==> src/rtl/if_stage.sv <==
// rtl/if_stage.sv - instruction fetch PC generator and IF/ID pipeline register
// Optional misaligned-target flag enabled by defining INST_ALIGN_CHK_EN.
module if_stage #(
   parameter int                ADDR_W   = 32,
   parameter int                INST_W   = 32,
   parameter logic [ADDR_W-1:0] RESET_PC = 32'h0000_0000
) (
   input  logic              clk,
   input  logic              rst,
   input  logic              stall_if,
   input  logic              stall_id,
   input  logic              flush,
   input  logic [ADDR_W-1:0] new_pc,
   input  logic              branch_flag_i,
   input  logic [ADDR_W-1:0] branch_target_address_i,
   output logic              rom_ce_o,
   output logic [ADDR_W-1:0] pc_o,
   input  logic [INST_W-1:0] inst_i,
   output logic [ADDR_W-1:0] id_pc_o,
   output logic [INST_W-1:0] id_inst_o,
   output logic              id_valid_o,
   output logic              id_excp_o
);

`ifdef INST_ALIGN_CHK_EN
   localparam bit ALIGN_CHK = 1'b1;
`else
   localparam bit ALIGN_CHK = 1'b0;
`endif

   localparam logic [ADDR_W-1:0] RESET_PC_AL = {RESET_PC[ADDR_W-1:2], 2'b00};

   logic              ce_q, ce_d;
   logic [ADDR_W-1:0] pc_q, pc_d;
   logic              err_q, err_d;
   logic [ADDR_W-1:0] id_pc_q, id_pc_d;
   logic [INST_W-1:0] id_inst_q, id_inst_d;
   logic              id_valid_q, id_valid_d;
   logic              id_excp_q, id_excp_d;

   always_comb begin
      ce_d  = 1'b1;
      pc_d  = pc_q;
      err_d = err_q;
      if (!ce_q) begin
         pc_d  = RESET_PC_AL;
         err_d = 1'b0;
      end else if (flush) begin
         pc_d  = {new_pc[ADDR_W-1:2], 2'b00};
         err_d = ALIGN_CHK && (|new_pc[1:0]);
      end else if (stall_if) begin
         pc_d  = pc_q;
      end else if (branch_flag_i) begin
         pc_d  = {branch_target_address_i[ADDR_W-1:2], 2'b00};
         err_d = ALIGN_CHK && (|branch_target_address_i[1:0]);
      end else begin
         // sequential fetch: the error flag belonged only to the redirected fetch
         pc_d  = pc_q + ADDR_W'(4);
         err_d = 1'b0;
      end
   end

   always_comb begin
      id_pc_d    = id_pc_q;
      id_inst_d  = id_inst_q;
      id_valid_d = id_valid_q;
      id_excp_d  = id_excp_q;
      if (flush || (stall_if && !stall_id)) begin
         id_pc_d    = '0;
         id_inst_d  = '0;
         id_valid_d = 1'b0;
         id_excp_d  = 1'b0;
      end else if (!stall_if) begin
         id_pc_d    = pc_q;
         id_inst_d  = inst_i;
         id_valid_d = ce_q;
         id_excp_d  = err_q;
      end
   end

   always_ff @(posedge clk) begin
      if (rst) begin
         ce_q       <= 1'b0;
         pc_q       <= RESET_PC_AL;
         err_q      <= 1'b0;
         id_pc_q    <= '0;
         id_inst_q  <= '0;
         id_valid_q <= 1'b0;
         id_excp_q  <= 1'b0;
      end else begin
         ce_q       <= ce_d;
         pc_q       <= pc_d;
         err_q      <= err_d;
         id_pc_q    <= id_pc_d;
         id_inst_q  <= id_inst_d;
         id_valid_q <= id_valid_d;
         id_excp_q  <= id_excp_d;
      end
   end

   assign rom_ce_o   = ce_q;
   assign pc_o       = pc_q;
   assign id_pc_o    = id_pc_q;
   assign id_inst_o  = id_inst_q;
   assign id_valid_o = id_valid_q;
   assign id_excp_o  = id_excp_q;

endmodule

==> config.mk <==
export PLATFORM = sky130hd
export DESIGN_NAME = if_stage
export DESIGN_NICKNAME = d
export VERILOG_FILES = /design/src/rtl/if_stage.sv
export SDC_FILE = /design/constraint.sdc
export NUM_CORES = 1
export LEC_CHECK = 0
export BUFFER_PORTS_ARGS = -buffer_cell sky130_fd_sc_hd__buf_4
export CAP_MARGIN = 25
export CORE_AREA = 2 2 141 102
export CTS_CLUSTER_DIAMETER = 50
export DETAILED_ROUTE_END_ITERATION = 16
export DIE_AREA = 0 0 143 104
export PLACE_DENSITY_LB_ADDON = 0.3
export SYNTH_ARGS = -nofsm -noshare
export SYNTH_HDL_FRONTEND = slang
export SYNTH_SLANG_ARGS = --single-unit
==> constraint.sdc <==
create_clock -name clk -period 4.1 [get_ports clk]
set_input_delay 0.82 -clock clk [delete_from_list [all_inputs] [get_ports clk]]
set_output_delay 0.82 -clock clk [all_outputs]
set_load 0.02 [all_outputs]
==> metrics.txt, run 1 <==
Worst Tran Pin Value=1030 ps; share of post-route cells with drive strength above 1=32.5%; final hold vios=0; worst-skew pair later-pin latency=350 ps; Yosys cell types=55; CP max FO=44; register area=0.00196 mm2; Yosys warnings=0; first-pass GRT wire length=23.9 mm; Pint=0.00169 W; Die Ht=104 um; FILL cells=1,286; DRT Pass-1 Iters=5; CTS Hold Bufs=0; number of nets in the layout=806; Post-Synthesis Cells=531; CP Cell Sequence=buf_4, inv_1, a21oi_1, nand3_1, a31oi_1, a211oi_1; Post-CTS Setup Bufs=0; Post-Syn Area=0.00465 mm2; num rows=36; DR vias/cell=5.21; placed wire-length estimate=11.0 mm; Sink Count=98; area leader, netlist=dfxtp_1; crit path launch type=primary input; residual DRC count=0; most numerous cell in the Yosys netlist=dfxtp_1; clk_skew=6.99 ps; Max IR drop VDD=0.280 mV; initial antenna violation count=0; Util after Layout=48.4%; Iteration-0 DRC Markers=355; Synth Net Count=634; CTS Root Buffer Type=clkbuf_16; routability cong.=0.867; Post-CTS Resized=0; Flop pwr share=44.6%; Data arrival, critical path=2760 ps; grt ovf=0; RSZ-0062 raised after global routing=no; CTS tree=built; switching pwr=0.000586 W; DIE WIDTH=143 um; fin crit period=2530 ps; Synth Register Bits=98; final wirelength=15.3 mm; Tot Pwr=0.00227 W; TritonCTS buffer count=9; core area=0.0136 mm2; total negative slack=0 ps; relative max-transition margin=30.6%; Max Freq=396 MHz; antenna diode count=0; Yosys top cell area share=42.2%; P per Cell Area=347 mW/mm2; final setup vio count=0; largest net degree at the start of global routing=46; Routed Antenna Nets=0; vias=4,681; IO Port Bufs=195; Comb power frac=13.6%; CP Buf/Inv Count=2; vias in the first global route=4,553; CP delay by family, top=compound AO/OA/AOI/OAI gates; worst setup path class=primary input to flop; total track usage=20.3%; asr flop ratio synth=0%; Mapped Avg Cell Area=8.75 um2; required time worst endpoint=4330 ps; Final Cycle Share=61.6%; worst hold-check path type=flop to flop; Net Sw Frac=25.8%; I/O Pins=201; Clock Power Share=41.8%; Max Root-Sink Buffers=2; delay of the slowest critical-path stage=660 ps; clock slew at reported path FFs=70 ps; starting density of the core=34.3%; area grow syn2layout=41.1%; leakage=2.96 nW; synth cell count leaders=98 x dfxtp_1, 88 x nor2_1, 70 x mux2i_1; Slowest-stage cell, CP=a21oi_1; max-slew violation count=0; crit path capture type=flop; Multi-input gate area=0.00248 mm2; ys flop type=dfxtp_1; outcome=finished clean; number of flops mapped to enable cells by yosys=0; top cells by area, synth=dfxtp_1 42%, mux2i_1 15%, nor2_1 7.1%, o21ai_0 3.3%, nand2_1 3.0%; Die Footprint=0.0149 mm2; drt wl/cell=17.0 um; H-tree depth=3; Max Cap Violations=0; post-synthesis sequential area ratio=42.2%
## worst min-delay path: cells and delay by family (launching register included)
family	cells	cell delay (ps)
and+or+nand+nor	1	70
muxes	1	70
DFF	1	330
## stage by stage
step	setup slack, ps	instance area [um2]	hold WS (ps)	cells
3_3_place_gp	1280	6220	476	882
5_1_grt	1380	6560	523	898
6_report	1570	6560	500	898
3_5_place_dp	1220	6220	488	882
2_1_floorplan	2100	4650	570	531
4_1_cts	1600	6560	506	898
## cell type report
type / count / share of cell area, %
Multi-Input combinational cell: 385 / 37.8
Sequential cell: 98 / 29.9
Timing Repair Buffer: 202 / 23.1
Clock buffer: 10 / 3.64
Tap cell: 190 / 3.63
Clock inverter: 6 / 1.49
Inverter: 7 / 0.401
## flip-flops by register name, summed over array words and instances, names as in the netlist
register    flops
id_valid_o      1
id_inst_o      32
pc_o           32
id_pc_o        32
rom_ce_o        1
## per-layer routing
layer / global-route usage [%] / vias up / wire (um)
met5: 0 / - / 0
met4: 5.02 / 0 / 192
met3: 7.55 / 20 / 1570
met2: 31.8 / 221 / 6850
met1: 26.5 / 2186 / 6680
li1: - / 2254 / -
## power groups by stage
| stage | sequential, W | combinational, W | clock (W) |
|---|---|---|---|
| floorplan | 0.00105 | 0.000141 | 0 |
| global placement | 0.00103 | 0.000303 | 0 |
| detailed placement | 0.00103 | 0.000311 | 0 |
| CTS | 0.00101 | 0.000311 | 0.000974 |
| global route | 0.00102 | 0.000335 | 0.00102 |
| finish | 0.00101 | 0.000310 | 0.000950 |
## cell usage in the layout, fill, tap and decap left out, types with 3 or more instances in the layout
master / netlist / routed
nor4_4: 3 / 3
inv_1: 6 / 6
nor3_1: 7 / 7
dfxtp_1: 98 / 98
a21oi_1: 13 / 13
a32oi_1: 7 / 7
buf_4: 1 / 202
a221o_1: 5 / 5
o22ai_1: 14 / 14
and3_1: 10 / 10
and2_1: 4 / 4
o21ai_0: 31 / 31
xnor2_1: 5 / 5
nand2b_1: 3 / 3
nor2_1: 88 / 88
a31oi_1: 5 / 5
mux2i_1: 70 / 70
xor2_1: 6 / 6
nand4_1: 11 / 11
clkbuf_16: 0 / 9
nor2b_1: 3 / 3
nand3_1: 18 / 18
nand2_1: 37 / 37
o21ai_1: 4 / 4
a211oi_1: 7 / 7
## cells by family (layout without fill, tap and decap cells)
| group | after synthesis | after routing | synth area share [%] |
|---|---|---|---|
| DFF | 98 | 98 | 42.2 |
| AOI/OAI and AO/OA | 106 | 106 | 14.8 |
| and+or+nand+nor | 195 | 195 | 20.8 |
| muxes | 71 | 71 | 15.3 |
| xor gates and xnor gates | 11 | 11 | 2.07 |
| other | 1 | 1 | 0.0807 |
| adders and majority gates | 1 | 1 | 0.269 |
| buffers and inverters | 48 | 225 | 4.47 |
## path summary, 6_finish.rpt
kind	depth (start not counted)	endpoint	from	slack (ps)
min reg2reg	2	id_pc_o[8]	id_pc_o[8]	500
min	2	id_pc_o[8]	id_pc_o[8]	500
max	6	pc_o[30]	flush	1570
max reg2reg	6	pc_o[8]	pc_o[2]	2040
No activity file was read; power rests on OpenSTA's default activity.
==> inputs of run 2 (changes only) <==
--- a/config.mk
+++ b/config.mk
@@ -5,12 +5,13 @@
 export SDC_FILE = /design/constraint.sdc
 export NUM_CORES = 1
 export LEC_CHECK = 0
+export ABC_AREA = 1
 export BUFFER_PORTS_ARGS = -buffer_cell sky130_fd_sc_hd__buf_4
 export CAP_MARGIN = 25
-export CORE_AREA = 2 2 141 102
+export CORE_AREA = 2 2 144 104
 export CTS_CLUSTER_DIAMETER = 50
 export DETAILED_ROUTE_END_ITERATION = 16
-export DIE_AREA = 0 0 143 104
+export DIE_AREA = 0 0 146 106
 export PLACE_DENSITY_LB_ADDON = 0.3
 export SYNTH_ARGS = -nofsm -noshare
 export SYNTH_HDL_FRONTEND = slang
==> constraint.sdc (replaced) <==
create_clock -name clk -period 2.4 [get_ports clk]
set_input_delay 0.48 -clock clk [delete_from_list [all_inputs] [get_ports clk]]
set_output_delay 0.48 -clock clk [all_outputs]
set_load 0.02 [all_outputs]
==> run 2 against run 1 <==
Area after synthesis rose by 4.5%. Clock skew up 0.61 ps. Core utilization decreased by 0.54 points. Via count grew 15%. Total power up 61%. Setup slack lost 810 ps. Combinational power up 68%. Clock power is 48% higher. Routed wire length rose by 4.6%. Critical path type is now flop to flop. Highest routed layer unchanged.
==> metrics.txt, run 2 <==
final setup vio count=0 (unchanged); starting density of the core=34.1% (was 34.3%); Flop pwr share=47.0% (was 44.6%); area leader, netlist=dfxtp_1 (unchanged); DIE WIDTH=146 um (was 143 um); clock slew at reported path FFs=70 ps (about the same); final hold vios=0 (unchanged); Routed Antenna Nets=0 (unchanged); number of flops mapped to enable cells by yosys=0 (unchanged); Synth Net Count=866 (was 634); CP max FO=5 (was 44); FILL cells=1,562 (was 1,286); Yosys cell types=28 (was 55); ys flop type=dfxtp_1 (unchanged); CTS tree=built (unchanged); Comb power frac=14.2% (was 13.6%); Iteration-0 DRC Markers=289 (was 355); TritonCTS buffer count=9 (unchanged); clk_skew=7.60 ps (was 6.99 ps); worst hold-check path type=primary input to flop (was flop to flop); IO Port Bufs=195 (unchanged); outcome=finished clean (unchanged); most numerous cell in the Yosys netlist=nand2_1 (was dfxtp_1); total track usage=20.4% (was 20.3%); Yosys top cell area share=40.4% (was 42.2%); Setup WS post-layout=760 ps (was 1570 ps); initial antenna violation count=0 (unchanged); worst-skew pair later-pin latency=340 ps (was 350 ps); Max Cap Violations=0 (unchanged); area grow syn2layout=40.3% (was 41.1%); crit path capture type=flop (unchanged); max-slew violation count=0 (unchanged); Multi-input gate area=0.00254 mm2 (was 0.00248 mm2); top cells by area, synth=dfxtp_1 40%, nand2_1 21%, a21oi_1 8.7%, nor2_1 7.6%, nand3_1 3.7% (was dfxtp_1 42%, mux2i_1 15%, nor2_1 7.1%, o21ai_0 3.3%, nand2_1 3.0%); register area=0.00196 mm2 (unchanged); vias=5,384 (was 4,681); Max IR drop VDD=0.256 mV (was 0.280 mV); grt ovf=0 (unchanged); CTS Root Buffer Type=clkbuf_16 (unchanged); Sink Count=98 (unchanged); Post-Syn Area=0.00486 mm2 (was 0.00465 mm2); largest net degree at the start of global routing=67 (was 46); Post-Synthesis Cells=763 (was 531); switching pwr=0.00101 W (was 0.000586 W); most frequent cells in the layout=268 x nand2_1, 206 x buf_4, 99 x nor2_1, 98 x dfxtp_1, 84 x a21oi_1 (was 202 x buf_4, 98 x dfxtp_1, 88 x nor2_1, 70 x mux2i_1, 37 x nand2_1); RSZ-0062 raised after global routing=no (unchanged); antenna diode count=0 (unchanged); Net Sw Frac=27.6% (was 25.8%); Max Root-Sink Buffers=2 (unchanged); num rows=37 (was 36); post-synthesis sequential area ratio=40.4% (was 42.2%); Clock Power Share=38.8% (was 41.8%); Max Freq=610 MHz; worst setup path class=flop to flop (was primary input to flop); Mapped Avg Cell Area=6.37 um2 (was 8.75 um2); DR vias/cell=4.71 (was 5.21); placed wire-length estimate=11.7 mm (was 11.0 mm); Die Footprint=0.0155 mm2 (was 0.0149 mm2); Worst Tran Pin Value=708 ps (was 1030 ps); routability cong.=0.865 (was 0.867); synth cell count leaders=268 x nand2_1, 99 x nor2_1, 98 x dfxtp_1 (was 98 x dfxtp_1, 88 x nor2_1, 70 x mux2i_1); Die Ht=106 um (was 104 um); share of post-route cells with drive strength above 1=27.1% (was 32.5%); H-tree depth=3 (unchanged); I/O Pins=201 (unchanged); DRT Pass-1 Iters=5 (unchanged); vias in the first global route=5,010 (was 4,553); Pint=0.00264 W (was 0.00169 W); commonest non-fill, non-tap cell in the layout=nand2_1 (was buf_4); core area=0.0143 mm2 (was 0.0136 mm2); residual DRC count=0 (unchanged); crit path launch type=flop (was primary input); Post-CTS Resized=0 (unchanged); Post-CTS Setup Bufs=0 (unchanged); Data arrival, critical path=1860 ps (was 2760 ps); first-pass GRT wire length=25.5 mm (was 23.9 mm); total negative slack=0 ps (unchanged); P per Cell Area=535 mW/mm2 (was 347 mW/mm2); number of nets in the layout=1,045 (was 806); Final Cycle Share=68.3%; Util after Layout=47.8% (was 48.4%); Yosys warnings=0 (unchanged); relative max-transition margin=52.6% (was 30.6%); drt wl/cell=14.0 um (was 17.0 um); worst setup slack after placement=597 ps (was 1220 ps); leakage=2.80 nW (was 2.96 nW); asr flop ratio synth=0% (unchanged); final wirelength=16.0 mm (was 15.3 mm); fin crit period=1640 ps; required time worst endpoint=2620 ps (was 4330 ps); Synth Register Bits=98 (unchanged); CTS Hold Bufs=0 (unchanged)
run 2: routing by layer:
layer / GRT usage, % / wire (um)
met5: 0 / 0
met4: 4.79 / 188
met3: 3.99 / 1020
met2: 31.9 / 7040
met1: 29.2 / 7740
run 2: final timing paths:
| kind | start | endpoint | slack [ps] | cells after the start |
|---|---|---|---|---|
| worst min-delay path | rst | rom_ce_o | 300 | 2 |
| worst min register to register | id_valid_o | id_valid_o | 470 | 2 |
| worst max-delay path | pc_o[2] | pc_o[16] | 760 | 8 |
| worst max register to register | pc_o[2] | pc_o[16] | 760 | 8 |
run 2: through the flow:
| step | total power [W] | std cells | hold WS [ps] | area (um2) |
|---|---|---|---|---|
| 6_report | 0.00365 | 1142 | 297 | 6820 |
| 5_1_grt | 0.00382 | 1142 | 294 | 6820 |
| 4_1_cts | 0.00369 | 1142 | 282 | 6820 |
| 3_5_place_dp | 0.00227 | 1126 | 457 | 6530 |
| 3_3_place_gp | 0.00227 | 1126 | 447 | 6530 |
| 2_1_floorplan | 0.00200 | 763 | 533 | 4860 |
run 2: final cells by class:
class,count,share of cell area (%)
Clock buffer,10,3.50
Sequential cell,98,28.8
Tap cell,195,3.58
Timing Repair Buffer,208,23.3
Multi-Input combinational cell,571,37.2
Clock inverter,6,0.716
Inverter,54,2.97
run 2: power groups by stage:
stage                     registers (W)  clock network (W)  logic [W]
after floorplan                 0.00179                  0   0.000218
after global placement          0.00175                  0   0.000518
after detailed placement        0.00175                  0   0.000522
after CTS                       0.00171            0.00146   0.000524
after global routing            0.00172            0.00153   0.000574
final                           0.00171            0.00141   0.000520
run 2: logic make-up (layout without fill, tap and decap cells):
family	count (synthesis)	in the layout	share of synthesized area [%]
AOI/OAI and AO/OA	132	132	14.1
xor gates and xnor gates	6	6	1.08
adders and majority gates	1	1	0.257
buffers and inverters	94	278	7.67
DFF	98	98	40.4
other	1	1	0.0772
and+or+nand+nor	431	431	36.5
run 2: worst max-delay path, cell delays in order (launching register included):
cell and delay (ps):
dfxtp_1 330, ha_1 290, nand3_2 190, nor2_2 260
inv_2 60, o21ai_1 120, nand3_1 90, a21oi_1 130
nor2_1 50
